**src/rtl/alu_seq_pkg.sv**
```systemverilog
// rtl/alu_seq_pkg.sv - opcode and FSM state encodings shared by alu_seq and its benches
package alu_seq_pkg;

  // Command opcodes; anything above OP_XOR is illegal and completes with result 0.
  localparam logic [3:0] OP_NOP = 4'd0;
  localparam logic [3:0] OP_ADD = 4'd1;
  localparam logic [3:0] OP_SUB = 4'd2;
  localparam logic [3:0] OP_MUL = 4'd3;
  localparam logic [3:0] OP_AND = 4'd4;
  localparam logic [3:0] OP_OR  = 4'd5;
  localparam logic [3:0] OP_XOR = 4'd6;

  // Sequencer states. RST is held while reset is asserted and left on the first edge after.
  typedef enum logic [1:0] {
    ST_RST  = 2'd0,
    ST_IDLE = 2'd1,
    ST_EXEC = 2'd2,
    ST_DONE = 2'd3
  } state_e;

endpackage

```
**src/rtl/alu_mul_iter.sv**
```systemverilog
// rtl/alu_mul_iter.sv - start/done shift-add multiplier, one bit of B per cycle
module alu_mul_iter
  import alu_seq_pkg::*;
#(
  parameter int WIDTH      = 32,
  parameter int MUL_CYCLES = WIDTH
) (
  input  logic             clk,
  input  logic             reset,
  input  logic             start,
  input  logic [WIDTH-1:0] i_a,
  input  logic [WIDTH-1:0] i_b,
  output logic             done,
  output logic [WIDTH-1:0] product
);

  localparam int CW = (MUL_CYCLES > 1) ? $clog2(MUL_CYCLES) : 1;
  localparam logic [CW-1:0] LAST_CNT = CW'(MUL_CYCLES - 1);

  logic [CW-1:0]    cnt_q, cnt_d;
  logic [WIDTH-1:0] acc_q, acc_d;
  logic [WIDTH-1:0] a_sh_q, a_sh_d;
  logic [WIDTH-1:0] b_sh_q, b_sh_d;
  logic             busy_q, busy_d;
  logic [WIDTH-1:0] acc_step;

  // One shift-add iteration; on the last iteration this is already the final product,
  // so the sequencer can capture it on the same edge the counter wraps.
  always_comb begin
    acc_step = acc_q + (b_sh_q[0] ? a_sh_q : '0);
  end

  // Load operands on start, then iterate until the counter reaches its last value.
  always_comb begin
    cnt_d  = cnt_q;
    acc_d  = acc_q;
    a_sh_d = a_sh_q;
    b_sh_d = b_sh_q;
    busy_d = busy_q;
    done   = 1'b0;
    if (start) begin
      cnt_d  = '0;
      acc_d  = '0;
      a_sh_d = i_a;
      b_sh_d = i_b;
      busy_d = 1'b1;
    end else if (busy_q) begin
      acc_d  = acc_step;
      a_sh_d = a_sh_q << 1;
      b_sh_d = b_sh_q >> 1;
      if (cnt_q == LAST_CNT) begin
        done   = 1'b1;
        cnt_d  = '0;
        busy_d = 1'b0;
      end else begin
        cnt_d = cnt_q + CW'(1);
      end
    end
  end

  assign product = acc_step;

  // Multiplier state registers; reset aborts any iteration in flight.
  always_ff @(posedge clk or negedge reset) begin
    if (!reset) begin
      cnt_q  <= '0;
      acc_q  <= '0;
      a_sh_q <= '0;
      b_sh_q <= '0;
      busy_q <= 1'b0;
    end else begin
      cnt_q  <= cnt_d;
      acc_q  <= acc_d;
      a_sh_q <= a_sh_d;
      b_sh_q <= b_sh_d;
      busy_q <= busy_d;
    end
  end

endmodule

```
**src/rtl/alu_seq.sv**
```systemverilog
// rtl/alu_seq.sv - handshaked multi-cycle ALU: FSM, operand latches, datapath, result register
module alu_seq
  import alu_seq_pkg::*;
#(
  parameter int WIDTH      = 32,
  parameter int MUL_CYCLES = WIDTH
) (
  input  logic             clk,
  input  logic             reset,
  input  logic [WIDTH-1:0] i_a,
  input  logic [WIDTH-1:0] i_b,
  input  logic [3:0]       i_cmd,
  output logic [WIDTH-1:0] o_result,
  output logic             o_valid,
  output logic             o_ready
);

  state_e           state_q, state_d;
  logic [WIDTH-1:0] a_q, a_d;
  logic [WIDTH-1:0] b_q, b_d;
  logic [3:0]       cmd_q, cmd_d;
  logic [WIDTH-1:0] result_q, result_d;

  logic             accept;
  logic             mul_start;
  logic             mul_done;
  logic [WIDTH-1:0] mul_product;
  logic [WIDTH-1:0] alu_out;

  // NOP while idle is not an accept, so the block simply stays ready.
  assign accept    = (state_q == ST_IDLE) && (i_cmd != OP_NOP);
  assign mul_start = accept && (i_cmd == OP_MUL);

  alu_mul_iter #(
    .WIDTH      (WIDTH),
    .MUL_CYCLES (MUL_CYCLES)
  ) u_mul (
    .clk     (clk),
    .reset   (reset),
    .start   (mul_start),
    .i_a     (i_a),
    .i_b     (i_b),
    .done    (mul_done),
    .product (mul_product)
  );

  // Single-cycle datapath on the latched operands; illegal codes yield zero.
  always_comb begin
    alu_out = '0;
    case (cmd_q)
      OP_ADD:  alu_out = a_q + b_q;
      OP_SUB:  alu_out = a_q - b_q;
      OP_AND:  alu_out = a_q & b_q;
      OP_OR:   alu_out = a_q | b_q;
      OP_XOR:  alu_out = a_q ^ b_q;
      default: alu_out = '0;
    endcase
  end

  // Next-state logic: latch the command on accept, capture the result leaving EXEC.
  always_comb begin
    state_d  = state_q;
    a_d      = a_q;
    b_d      = b_q;
    cmd_d    = cmd_q;
    result_d = result_q;
    case (state_q)
      ST_RST: begin
        state_d = ST_IDLE;
      end
      ST_IDLE: begin
        if (accept) begin
          a_d     = i_a;
          b_d     = i_b;
          cmd_d   = i_cmd;
          state_d = ST_EXEC;
        end
      end
      ST_EXEC: begin
        if (cmd_q == OP_MUL) begin
          if (mul_done) begin
            result_d = mul_product;
            state_d  = ST_DONE;
          end
        end else begin
          result_d = alu_out;
          state_d  = ST_DONE;
        end
      end
      ST_DONE: begin
        state_d = ST_IDLE;
      end
      default: begin
        state_d = ST_RST;
      end
    endcase
  end

  // State and datapath registers; asynchronous reset returns every output to its reset value.
  always_ff @(posedge clk or negedge reset) begin
    if (!reset) begin
      state_q  <= ST_RST;
      a_q      <= '0;
      b_q      <= '0;
      cmd_q    <= OP_NOP;
      result_q <= '0;
    end else begin
      state_q  <= state_d;
      a_q      <= a_d;
      b_q      <= b_d;
      cmd_q    <= cmd_d;
      result_q <= result_d;
    end
  end

  assign o_ready  = (state_q == ST_IDLE);
  assign o_valid  = (state_q == ST_DONE);
  assign o_result = result_q;

endmodule

```
**config.mk**
```make
export PLATFORM = sky130hd
export DESIGN_NAME = alu_seq
export DESIGN_NICKNAME = d
export VERILOG_FILES = /design/src/rtl/alu_seq_pkg.sv /design/src/rtl/alu_mul_iter.sv /design/src/rtl/alu_seq.sv
export SDC_FILE = /design/constraint.sdc
export NUM_CORES = 1
export LEC_CHECK = 0
export BUFFER_PORTS_ARGS = -buffer_cell sky130_fd_sc_hd__buf_2
export CORE_ASPECT_RATIO = 1.25
export CORE_MARGIN = 4
export CORE_UTILIZATION = 55
export CTS_CLUSTER_DIAMETER = 60
export DETAILED_ROUTE_END_ITERATION = 10
export GPL_TIMING_DRIVEN = 1
export PLACE_DENSITY_LB_ADDON = 0.3
export SLEW_MARGIN = 15
export SYNTH_ARGS = -nofsm -noshare
export SYNTH_HDL_FRONTEND = slang
export SYNTH_SLANG_ARGS = --single-unit
```
**constraint.sdc**
```tcl
create_clock -name clk -period 6.1 [get_ports clk]
set_input_delay 0.915 -clock clk [delete_from_list [all_inputs] [get_ports clk]]
set_output_delay 0.915 -clock clk [all_outputs]
set_load 0.005 [all_outputs]
```
==> summary.md <==
| Metric | Value |
|---|---|
| Status | finished clean |
| Routability-driven placement congestion ratio | 0.991 |
| Dpl hpwl | around 27,000 µm |
| Die height | approximately 190 µm |
| GRT Total Usage | 25.2% |
| Yosys reg bits | a little over 200 |
| Postcts setup bufs | 0 |
| Vias in the first global route | 11,800 |
| Die W | 152 µm |
| Async SR Flop Fraction | 100% |
| # Max-Cap Violations | 0 |
| Final #Nets | 1,801 |
| Crit start category | flip-flop |
| Initial DRC Count | about 750 |
| Max Fclk | 218 MHz |
| Top-area cell type share of the netlist area | 35.9% |
| Clk_lat worst skew | 0.53 ns |
| RSZ-0062 raised after global routing | no |
| Area leader, netlist | dfrtp_1 |
| Placed cell area | 15,000 µm² |
| WL final | roughly 37,000 µm |
| Synth warnings | 0 |
| First-pass GRT wire length | 60,300 µm |
| Unique masters post-synth | 72 |
| Most common cell in the synthesized netlist | dfrtp_1 |
| Net count after synthesis | about 1,700 |
| Initial antenna violation count | 0 |
| Starting Density | roughly 56% |
| R2R cell count | 15 |
| DRC violations left | 0 |
| Avg WL per Cell | approximately 19 µm |
| Setup tns final | 0 ns |
| CTS Sinks | 204 |
| Relative slew slack | 20.7% |
| Clk buf depth | 3 |
| Diodes inserted | 0 |
| # IOs | 104 |
| Final period utilization | between 70% and 80% |
| Synth Cell Area | 14,200 µm² |
| Simple-gate share of the synthesized area | 12.8% |
| Layout cell share with drive strength beyond 1 | 14.3% |
| Worst hold path class | input port to asynchronous set/reset pin |
| Total CTS buffers | 23 |
| Antenna-violating nets left | 0 |
| Vias per cell | approximately 6 |
| Final setup viols | 0 |
| Filler Cells Inserted | 2,173 |
| Port Buf Inserts | 103 |
| Multiplexer area fraction after synthesis | 11.8% |
| Remaining Overflow, GRT | 0 |
| Largest cells by area after synthesis | dfrtp_1, ha_1, mux2i_1, mux2_2, o21ai_0 |
| Synth Area in Adders | 12.0% |
| CTS tree | yes |
| Die area | 28,500 µm² |
| Worst Setup End Kind | flip-flop |
| Mapped Cells | between 1,500 and 2,000 |
| Reg clk slew, reported paths | 0.06 ns |
| Post-CTS Hold Fix Bufs | 0 |
| First-pass detailed-route iteration total | 6 |
| DR vias | about 12,000 |
| Worst-margin pin slew | 1.18 ns |
| Compound-Gate Fraction of Synth Area | approximately 18% |
| Critical Path AT | around 5.0 ns |
| CP required | 6.50 ns |
| Mean Syn Cell Area | 9.26 µm² |
| Post_cts resized | 0 |
| H-Tree Level Count | 1 |
| Worst-path maximum fanout | 20 |
| Row cnt | 65 |
| Area growth syn-to-layout | 10.5% |
| Top cells by count, synth | dfrtp_1, nand2_1, o21ai_0 |
| Final Hold Viols | 0 |
| Post-Route Skew | 0.0187 ns |
| CP Class | flip-flop to flip-flop |
| Dpl cells | between 1,500 and 2,000 |
| Fin Hold WS | 0.438 ns |
| Final Max Tran Viols | 0 |
| Tmin final | 4.60 ns |
| Non-filler cells in the finished layout | just under 2,000 |
| Synth Area in XOR/XNOR | under 10% |
| Number of flops mapped to enable cells by yosys | 0 |
| Ys flop type | dfrtp_1 |
| Core footprint | 25,400 µm² |
| Final instance area | approximately 16,000 µm² |
| Root buf cell | clkbuf_16 |
| Pin count of the biggest net entering global routing | approximately 120 |
| Largest family of logic cells by synthesized area | compound AO/OA/AOI/OAI gates |
| Seq/Total Area, Yosys | 35.9% |
-- cell usage in the layout, fill, tap and decap left out, types with 64 or more instances in the layout --
cell type / instances
buf_2: 102
dfrtp_1: 203
nor2_1: 98
inv_1: 84
a21oi_1: 81
o21ai_0: 136
mux2_2: 64
mux2i_1: 96
nand2_1: 146
ha_1: 133
-- cells by family (layout without fill, tap and decap cells) --
kind of cell               count (synthesis)  after routing
adders and majority gates                135            135
buffers and inverters                    163            237
DFF                                      204            204
muxes                                    160            160
and+or+nand+nor                          385            385
AOI/OAI and AO/OA                        408            408
xor gates and xnor gates                  81             81
-- area by class of cell --
class                      instances  area, µm²  area share (%)
tap                              335        419            2.67
inverter                          85        319            2.03
clock buffer                      32        659            4.20
multi-input combinational       1169       8520            54.2
sequential                       204       5110            32.5
timing repair buffer             113        612            3.89
clock inverter                     7       78.8           0.502
-- flip-flops by register name, indices dropped and copies added, names as in the netlist --
| name | count |
|---|---|
| u_mul.busy_q | 1 |
| u_mul.b_sh_q | 32 |
| state_q | 2 |
| u_mul.acc_q | 32 |
| u_mul.a_sh_q | 32 |
| b_q | 32 |
| o_result | 32 |
| cmd_q | 4 |
| u_mul.cnt_q | 5 |
| a_q | 32 |
-- path summary, 6_finish.rpt --
path / from / end / slack, ns
setup / recovery: cmd_q[0] / o_result[26] / 1.50
hold / removal: reset / u_mul.b_sh_q[12] / 0.44
setup reg to reg: cmd_q[0] / o_result[26] / 1.50
hold reg to reg: o_result[10] / o_result[10] / 0.47
max in group asynchronous: reset / u_mul.busy_q / 4.53
min in group clk: o_result[10] / o_result[10] / 0.47
-- metal layers --
metal	track usage, %	up-vias	wire (µm)
li1	-	5581	-
met1	33.9	5676	16000
met2	41.7	362	17300
met3	3.62	96	2210
met4	9.30	0	1300
met5	0	-	0
-- through the flow --
step                worst slack [ns]  util [%]
floorplan                       2.02         -
global placement                1.63      59.0
detailed placement              1.54      59.0
CTS                             1.52      61.9
global route                    1.15      61.9
finish                          1.50      61.9
-- worst max-delay path, cell delays in order (launching register included) --
cell and delay, ns:
dfrtp_1 0.46, nand2b_1 0.22, or3_1 0.63, nand2_1 0.16, o21ai_0 0.15, fa_1 0.48, nor2b_1 0.12, o21ai_0 0.12
a21oi_1 0.35, o211a_1 0.26, o21ai_1 0.14, o21ai_1 0.49, a21oi_1 0.21, xnor2_1 0.19, a221oi_1 0.40, o21ai_1 0.09
Power is not shown: default switching activity piles up to over one toggle a cycle in this logic, so the estimate is an artifact.
